==> config.mk <==
export PLATFORM = sky130hd
export DESIGN_NAME = dmem_arbiter
export DESIGN_NICKNAME = d
export VERILOG_FILES = /design/src/rtl/dmem_arbiter.sv
export SDC_FILE = /design/constraint.sdc
export NUM_CORES = 1
export LEC_CHECK = 0
export BUFFER_PORTS_ARGS = -buffer_cell sky130_fd_sc_hd__buf_2
export CAP_MARGIN = 10
export CELL_PAD_IN_SITES_DETAIL_PLACEMENT = 1
export CELL_PAD_IN_SITES_GLOBAL_PLACEMENT = 1
export CORE_AREA = 2 2 121 123
export CTS_BUF_LIST = sky130_fd_sc_hd__clkbuf_4 sky130_fd_sc_hd__clkbuf_8
export DETAILED_ROUTE_END_ITERATION = 8
export DIE_AREA = 0 0 123 125
export PLACE_DENSITY = 0.75
export SYNTH_ARGS = -nofsm -noshare
export SYNTH_HDL_FRONTEND = slang
export SYNTH_SLANG_ARGS = --single-unit
==> constraint.sdc <==
create_clock -name clk -period 1.85 [get_ports clk]
set_input_delay 0.2775 -clock clk [delete_from_list [all_inputs] [get_ports clk]]
set_output_delay 0.2775 -clock clk [all_outputs]
set_load 0.05 [all_outputs]
==> src/rtl/dmem_arbiter.sv <==
// dmem_arbiter: shares the single data-memory port between the CPU memory
// stage and a debug/DMA requester.
//   clk, rst                    : clock, synchronous active-high reset
//   cpu_req/addr/wrdata/wrstb   : CPU request (wrstb == 0 means load)
//   cpu_gnt, cpu_stall          : CPU accepted this cycle / pipeline freeze
//   cpu_rdvalid, cpu_rddata     : CPU load return, one cycle after grant
//   dbg_*                       : same for the debug side
//   dbg_lock                    : debug asks to keep the port across accesses
//   dmem_addr/wrdata/wrstb      : muxed DMEM request (all zero when idle)
//   dmem_rddata                 : DMEM synchronous read data
// CPU has priority, bounded by a debug starvation limit (MAX_WAIT) and a
// bounded debug lock (MAX_LOCK). Grants are combinational.
module dmem_arbiter #(
    parameter int unsigned MAX_WAIT = 4,
    parameter int unsigned MAX_LOCK = 8
) (
    input  logic        clk,
    input  logic        rst,
    input  logic        cpu_req,
    input  logic [31:0] cpu_addr,
    input  logic [31:0] cpu_wrdata,
    input  logic [3:0]  cpu_wrstb,
    output logic        cpu_gnt,
    output logic        cpu_stall,
    output logic        cpu_rdvalid,
    output logic [31:0] cpu_rddata,
    input  logic        dbg_req,
    input  logic [31:0] dbg_addr,
    input  logic [31:0] dbg_wrdata,
    input  logic [3:0]  dbg_wrstb,
    input  logic        dbg_lock,
    output logic        dbg_gnt,
    output logic        dbg_rdvalid,
    output logic [31:0] dbg_rddata,
    output logic [31:0] dmem_addr,
    output logic [31:0] dmem_wrdata,
    output logic [3:0]  dmem_wrstb,
    input  logic [31:0] dmem_rddata
);

    localparam int unsigned WW = $clog2(MAX_WAIT + 1);
    localparam int unsigned LW = $clog2(MAX_LOCK + 1);
    localparam logic [WW-1:0] WAIT_MAX = WW'(MAX_WAIT);
    localparam logic [LW-1:0] LOCK_MAX = LW'(MAX_LOCK);

    typedef enum logic {
        FREE,
        DBG_LOCKED
    } state_t;

    state_t        state;
    logic [WW-1:0] wait_cnt;
    logic [LW-1:0] lock_cnt;
    logic          rd_pend;
    logic          rd_owner;   // 1 = debug owns the pending read

    logic lock_hold;
    logic starve;
    logic cpu_win;
    logic dbg_win;

    always_comb begin
        // Lock continues only while every exit condition is false.
        lock_hold = (state == DBG_LOCKED) && dbg_req && dbg_lock && (lock_cnt != LOCK_MAX);
        // Starvation override applies in FREE only, never on a lock-exit cycle.
        starve    = (state == FREE) && dbg_req && (wait_cnt == WAIT_MAX);
        cpu_win   = 1'b0;
        dbg_win   = 1'b0;
        if (!rst) begin
            if (lock_hold || starve) begin
                dbg_win = 1'b1;
            end else if (cpu_req) begin
                cpu_win = 1'b1;
            end else if (dbg_req) begin
                dbg_win = 1'b1;
            end
        end
    end

    always_comb begin
        dmem_addr   = '0;
        dmem_wrdata = '0;
        dmem_wrstb  = '0;
        if (cpu_win) begin
            dmem_addr   = cpu_addr;
            dmem_wrdata = cpu_wrdata;
            dmem_wrstb  = cpu_wrstb;
        end else if (dbg_win) begin
            dmem_addr   = dbg_addr;
            dmem_wrdata = dbg_wrdata;
            dmem_wrstb  = dbg_wrstb;
        end
    end

    always_comb begin
        cpu_gnt     = cpu_win;
        dbg_gnt     = dbg_win;
        cpu_stall   = cpu_req & ~cpu_win;
        cpu_rdvalid = ~rst & rd_pend & ~rd_owner;
        dbg_rdvalid = ~rst & rd_pend & rd_owner;
        cpu_rddata  = cpu_rdvalid ? dmem_rddata : '0;
        dbg_rddata  = dbg_rdvalid ? dmem_rddata : '0;
    end

    always_ff @(posedge clk) begin
        if (rst) begin
            state    <= FREE;
            wait_cnt <= '0;
            lock_cnt <= '0;
            rd_pend  <= 1'b0;
            rd_owner <= 1'b0;
        end else begin
            rd_pend  <= (cpu_win | dbg_win) && (dmem_wrstb == '0);
            rd_owner <= dbg_win;

            if (dbg_win || !dbg_req) begin
                wait_cnt <= '0;
            end else if (wait_cnt != WAIT_MAX) begin
                wait_cnt <= wait_cnt + WW'(1);
            end

            // A locked debug grant that is not a continuation (entry from FREE,
            // or a lock-exit cycle that debug wins again) starts a fresh lock.
            if (lock_hold) begin
                lock_cnt <= lock_cnt + LW'(1);
            end else if (dbg_win && dbg_lock) begin
                state    <= DBG_LOCKED;
                lock_cnt <= LW'(1);
            end else begin
                state    <= FREE;
                lock_cnt <= '0;
            end
        end
    end

endmodule

# Yosys cells after proc, flatten, opt, wreduce, memory -nomap -nowiden
# Cells that the tools add are included.
# word_totals
ff_bits	10
wordCells	49
memories	0
ram_bits	0
romBits	0
latchBits	0
# op_classes
reduce_logical	12
n_shift	0
n_div	0
eq_ne	3
magnitude_cmp	0
bitwise	9
mul	0
muxes	18
n_addsub	2
# ops
operator	n
$mux W32	6
$mux W4	3
$mux W1	9
$logic_and A1 B1 Y1	7
$add A4 B1 Y4 const B	1
$and A1 B1 Y1	4
$logic_not A4 Y1	1
$ne A4 B4 Y1 const B	1
$not A1 Y1	4
$add A3 B1 Y3 const B	1
$eq A3 B3 Y1 const B	1
$ne A3 B3 Y1 const B	1
$logic_or A1 B1 Y1	2
$reduce_or A2 Y1	1
$logic_not A1 Y1	1
$or A1 B1 Y1	1

# Depth between registers and ports, before layout
# Gate-level depths: netlist of run 1.
# logic_depth
depth_word	10
ltp_mapped	7
depth_no_buf	6

# Least setup slack after synthesis of run 1
# OpenSTA, ideal clock, no wires.
# synth_timing
kind	reg2out
start	register lock_cnt[0]
end	output cpu_stall
required_ns	1.572
path_stages_with_launch	8
arrival_time_ns	2.108
slack_ns	-0.535
cell_sequence	dfxtp_1 > inv_1 > ha_1 > and3b_1 > o311a_1 > buf_2 > buf_2 > nor2b_1
# synth_between
elab_chain_len	7
# synth_lines
element	line_no	text
start: declaration	53	logic [LW-1:0] lock_cnt;
start signal: assignment	125	lock_cnt <= lock_cnt + LW'(1);
$ne A4 B4 Y1	64	lock_hold = (state == DBG_LOCKED) && dbg_req && dbg_lock && (lock_cnt != LOCK_MAX);
$logic_and A1 B1 Y1	64	
$logic_or A1 B1 Y1	70	if (lock_hold || starve) begin
$mux W1	70	
$mux W1	69	if (!rst) begin
$not A1 Y1	98	cpu_stall = cpu_req & ~cpu_win;
$and A1 B1 Y1	98	
end: declaration	24	output logic cpu_stall,
# Every way passes these cells.

# Worst setup path after layout of run 1
# layout_timing
start	register lock_cnt[1]
end	output dmem_wrstb[0]
# layout_between
elab_chain_len	7
elab_cells_between_ends	9
# layout_lines
element	line_no	text
$ne A4 B4 Y1 (*)	64	
$logic_and A1 B1 Y1 (*)	64	
$logic_or A1 B1 Y1 (*)	70	
$mux W1	70	
$mux W1	69	
$mux W4	88	end else if (dbg_win) begin
$mux W4 (*)	84	if (cpu_win) begin
end: declaration	37	output logic [3:0] dmem_wrstb,
# Every way passes the cells marked *; elsewhere a longest branch is shown, timed or not.

==> results.yml, run 1 <==
route:
  drtIter0Drc: 72
  via_per_inst: 4.265
  routedWlPerCell_um: 17.34
  first_pass_iters: 4
  num_vias: 3105
  finalWirelength_um: 12620
  drtAntennaViolNets: 0
  remaining_drc_errors: 0
run_status:
  violations: "negative setup slack"
  outcome: "complete, but fails checks"
clock_network:
  cts_tree: "built"
  cts_max_level: 1
  clk_pin_slew_ns: 0.05
  numCtsBuffers: 3
  cts.sinks: 10
  worstSkewPairLatency_ns: 0.23
  cts-root-buf: "clkbuf_8"
  cts_buffer_depth: 2
  postCtsHoldBufs: 0
critical_path:
  end_kind: "output port"
  cp-start-kind: "flip-flop"
  crit_fanout: 24
  cpPeakStageDelay_ns: 0.42
  worstSetupPathType: "reg2out"
  critPathBufInv: 3
  crit_chain: "inv_2 -> ha_2 -> and3b_2 -> o311a_4 -> buf_16 -> a22o_2 -> buf_12"
  r2r_slack_ns: -0.03
  worstPathArrival_ns: 2.04
  cp_slowest_cell: "o311a_4"
  required_ns: 1.57
  cp_top_family: "compound AO/OA/AOI/OAI gates"
placement:
  port_buffers: 309
  gp_congestion: 0.8287
  placedCellCount: 711
  dp_hpwl_um: 9602
pwr:
  power_frac_comb_pct: 75.2
  intPower_uw: 961.2
  clockPowerShare_pct: 12.4
  seq_power_share_pct: 12.4
  total_power_mw: 1.799
  power_per_cell_area_nw_per_um2: 374.9
  peakVddDrop_mv: 0.1742
  leakage_nw: 2.610
  p_sw_uw: 837.8
  swShare_pct: 46.57
floorplanning:
  die-area_um2: 15380
  placementRows: 44
  die-width_um: 123
  start_util_pct: 12.02
  core_um2: 14200
  io_pins: 310
  die_h_um: 125
timing:
  finalSetupViolations: 72
  skew_ns: 0.002371
  setup-tns-final_ns: -30.88
  min_period_ns: 2.321
  min_period_over_period_pct: 125.5
  rsz0062_at_grt: "true"
  finalWorstSetupSlack_ns: -0.4710
  max_freq_mhz: 430.8
  slew_headroom_pct: 80.37
  tightest_slew_ns: 0.2944
  drv_slew: 0
  hold_viol: 0
worst_hold_path:
  min_path_type: "in2reg"
synthesis:
  netlist_top_cells_area: "a22o_1 (35%), and2_1 (24%), dfxtp_1 (12%)"
  ys_seq_area_share_pct: 11.72
  avgSynthCellArea_um2: 7.944
  ys_ff_latch: 10
  yosysMostFrequentCell: "a22o_1"
  synthCells: 215
  synthTopCellsByCount: "a22o_1 (68), and2_1 (65), dfxtp_1 (10), buf_2 (8)"
  async_reset_ff_share_pct: 0
  ys_warn_count: 0
  syn-num-nets: 392
  synth_ff_type: "dfxtp_1"
  synth_top_cell_by_area: "a22o_1"
  synth_top_cell_area_share_pct: 34.87
  ys_types: 30
  synth_area_um2: 1708
  synth_edf_count: 0
layout:
  fin_cells: 728
  utilization_pct: 33.78
  multi_input_area_um2: 1664
  layout-drive-gt1-share_pct: 78.97
  area_growth_pct: 181.0
  fillers: 1723
  regArea_um2: 202.7
  layout.nets: 721
flow_run:
  maxCapViolCount: 0
global_routing:
  grt_max_degree: 34
  grt_pass1_wl_um: 16800
  grt_overflow: 0
  antenna_found_initial: 2
  grt_pass1_vias: 3132
  grt.total_usage_pct: 14.14
[state kept, by name, indices dropped and copies added (netlist names)]
register  flops
wait_cnt      3
rd_owner      1
lock_cnt      4
rd_pend       1
state         1
[area by class of cell]
cell class	count	area share [%]
Clock buffer	3	0.8605
Tap cell	184	4.798
Inverter	5	0.3911
Multi-Input combinational cell	179	34.68
Timing Repair Buffer	345	54.94
Sequential cell	10	4.224
Antenna cell	2	0.1043
[routing by layer]
metal	global-route usage [%]	vias to the layer above	wire length, um
li1	-	1457	-
met1	13.79	1431	4356
met2	28.96	203	6810
met3	3.330	14	1247
met4	3.209	0	210
met5	0	-	0
[final timing paths]
check                                 start             to  depth (start not counted)
worst min register to register  lock_cnt[3]    lock_cnt[3]                          2
worst max register to register  lock_cnt[1]        rd_pend                          7
worst min-delay path                    rst    lock_cnt[0]                          2
worst max-delay path            lock_cnt[1]  dmem_wrstb[0]                          7
[metrics by stage]
| step | hold slack, ns | setup slack [ns] | instance area (um2) |
|---|---|---|---|
| after global routing | 0.2767 | -0.5518 | 4793 |
| after detailed placement | 0.5106 | -0.3357 | 3913 |
| after global placement | 0.5103 | -0.3042 | 3913 |
| after CTS | 0.2652 | -0.4723 | 4489 |
| after floorplan | 0.3464 | -0.2290 | 1917 |
| final | 0.2747 | -0.4710 | 4798 |
[placed cells by master, fill, tap and decap left out, types with 4 or more instances in the layout]
master / n
a22o_2: 39
a22o_4: 29
and2_1: 65
buf_12: 16
buf_2: 238
buf_4: 21
buf_6: 43
buf_8: 20
clkbuf_16: 4
dfxtp_1: 8
nand2_1: 6
nor2_1: 7
[logic make-up (layout without fill, tap and decap cells)]
kind of cell / count (synthesis) / count (layout) / synth area share [%]
xor+xnor: 3 / 3 / 1.539
fa+ha+maj: 4 / 4 / 2.931
compound gates: 79 / 79 / 40.37
other cells: 0 / 2 / 0
simple gates: 93 / 93 / 32.53
buf+inv: 26 / 353 / 10.92
flops: 10 / 10 / 11.72
[worst reg2reg max path, delay by kind of cell, from the launching register on]
kind / cells / cell delay, ns
flip-flops: 1 / 0.32
AND/OR/NAND/NOR: 1 / 0.22
buffers and inverters: 3 / 0.40
AO/OA/AOI/OAI: 2 / 0.68
adder cells (fa/ha/maj): 1 / 0.16
[power by group through the flow]
stage               sequential [mW]  clock [mW]  combinational [mW]
CTS                           0.224       0.231                1.27
detailed placement            0.228           0                1.10
global route                  0.224       0.245                1.41
floorplan                     0.228           0               0.684
finish                        0.224       0.222                1.35
global placement              0.228           0                1.10
[timing repair]
item / 4_1_cts / 5_1_grt
pin swaps: 2 / 0
cloned: 3 / 5
buffers inserted: 2 / 2
gates resized for setup: 137 / 31
endpoints found under the setup margin: 71 / 71
Power figures use the tool's default switching activity.
==> run 2: changes to the inputs <==
--- a/config.mk
+++ b/config.mk
@@ -14,6 +14,7 @@
 export DETAILED_ROUTE_END_ITERATION = 8
 export DIE_AREA = 0 0 123 125
 export PLACE_DENSITY = 0.75
+export RECOVER_POWER = 25
 export SYNTH_ARGS = -nofsm -noshare
 export SYNTH_HDL_FRONTEND = slang
 export SYNTH_SLANG_ARGS = --single-unit
==> results.yml, run 2 (synthesis gave the netlist of run 1 again) <==
route:
  via_per_inst: 4.257
  routedWlPerCell_um: 17.35
  remaining_drc_errors: 0
  first_pass_iters: 4
  drtAntennaViolNets: 0
  finalWirelength_um: 12630
  num_vias: 3099
  drtIter0Drc: 73
clock_network:
  cts_buffer_depth: 2
  cts_max_level: 1
  numCtsBuffers: 3
  clk_pin_slew_ns: 0.05
  cts-root-buf: "clkbuf_8"
  cts_tree: "built"
  cts.sinks: 10
  worstSkewPairLatency_ns: 0.23
  postCtsHoldBufs: 0
critical_path:
  cp-start-kind: "flip-flop"
  required_ns: 1.57
  critPathBufInv: 3
  cp_slowest_cell: "o311a_4"
  crit_fanout: 24
  worstPathArrival_ns: 2.04
  end_kind: "output port"
  worstSetupPathType: "reg2out"
  crit_chain: "inv_2 -> ha_2 -> and3b_2 -> o311a_4 -> buf_16 -> a22o_2 -> buf_12"
  cp_top_family: "compound AO/OA/AOI/OAI gates"
  cpPeakStageDelay_ns: 0.42
timing:
  min_period_ns: 2.322
  holdWs_ns: 0.2747
  max_freq_mhz: 430.7
  finalSetupViolations: 72
  min_period_over_period_pct: 125.5
  slew_headroom_pct: 80.37
  tightest_slew_ns: 0.2944
  finalWorstSetupSlack_ns: -0.4718
  drv_slew: 0
  rsz0062_at_grt: "true"
  skew_ns: 0.002371
  hold_viol: 0
global_routing:
  grt_overflow: 0
  use_met1_pct: 13.79
  top_usage_layer: "met2"
  antenna_found_initial: 2
  grt.met2_usage_pct: 28.96
  grt.total_usage_pct: 14.14
  grt_pass1_vias: 3132
  grt_pass1_wl_um: 16800
  grt_max_degree: 34
  grt_use_met3_pct: 3.330
pwr:
  peakVddDrop_mv: 0.1742
  leakage_nw: 2.599
  power_per_cell_area_nw_per_um2: 374.9
floorplanning:
  die-area_um2: 15380
  core_um2: 14200
  io_pins: 310
  placementRows: 44
  die_h_um: 125
  die-width_um: 123
  start_util_pct: 12.02
layout:
  layout_common_cells: "buf_2 (226), and2_1 (65), buf_6 (43)"
  layout.nets: 721
  area_growth_pct: 181.0
  utilization_pct: 33.78
  largest_reg_flops: 4
  layout-drive-gt1-share_pct: 78.97
  largest_register: "lock_cnt"
  layout_commonest_cell: "buf_2"
  top_regs: "lock_cnt x4, wait_cnt x3"
placement:
  port_buffers: 309
  dp_hpwl_um: 9602
  pre_cts_slack_ns: -0.3357
  gp_congestion: 0.8287
flow_run:
  maxCapViolCount: 0
worst_hold_path:
  min_path_type: "in2reg"
run_status:
  violations: "negative setup slack"
  outcome: "complete, but fails checks"
-- run 2: cell types whose count changed in the layout (fill, tap and decap cells not counted) --
cell / previous run / this run
buf_2: 238 / 226
clkbuf_2: 0 / 12
-- run 2: what timing repair did --
item / CTS / global route
buffers inserted: 2 / 2
pin swaps: 2 / 0
gates cloned: 3 / 5
setup endpoints to repair: 71 / 71
gates resized for setup: 137 / 31
-- run 2: cell type report --
type                    count  area, um2
fillers                  1723       9405
repair buffers            345       2636
multi-input cells         179       1664
well taps                 184      230.2
flip-flops and latches     10      202.7
clock buffers               3      41.29
inverters                   5      18.77
diodes                      2      5.005
-- run 2: worst paths after layout --
kind                                      end  depth (start not counted)        start  slack (ns)
worst max-delay path            dmem_wrstb[0]                          7  lock_cnt[1]       -0.47
worst min register to register    lock_cnt[3]                          2  lock_cnt[3]        0.55
worst max register to register        rd_pend                          7  lock_cnt[1]       -0.03
worst min-delay path              lock_cnt[0]                          2          rst        0.27
-- run 2: metal layers --
metal  up-vias  part of all wire [%]
met1      1426                    34
met5         -                     0
met4         0                   1.7
li1       1457                     -
met3        14                   9.9
met2       202                    54
-- run 2: stage by stage --
stage	power (mW)	cell area, um2	instances	setup TNS, ns
after CTS	1.726	4489	719	-30.25
after detailed placement	1.332	3913	711	-19.63
after global placement	1.325	3913	711	-18.17
after global routing	1.880	4793	726	-36.65
final	1.799	4798	728	-30.88
after floorplan	0.9117	1917	215	-14.89
-- run 2: power by group --
| group | internal [mW] | total (mW) | leakage, nW | switching (mW) |
|---|---|---|---|---|
| clock network | 0.142 | 0.222 | 0.0216 | 0.0802 |
| logic | 0.598 | 1.35 | 2.50 | 0.755 |
| registers | 0.221 | 0.224 | 0.0822 | 0.00253 |
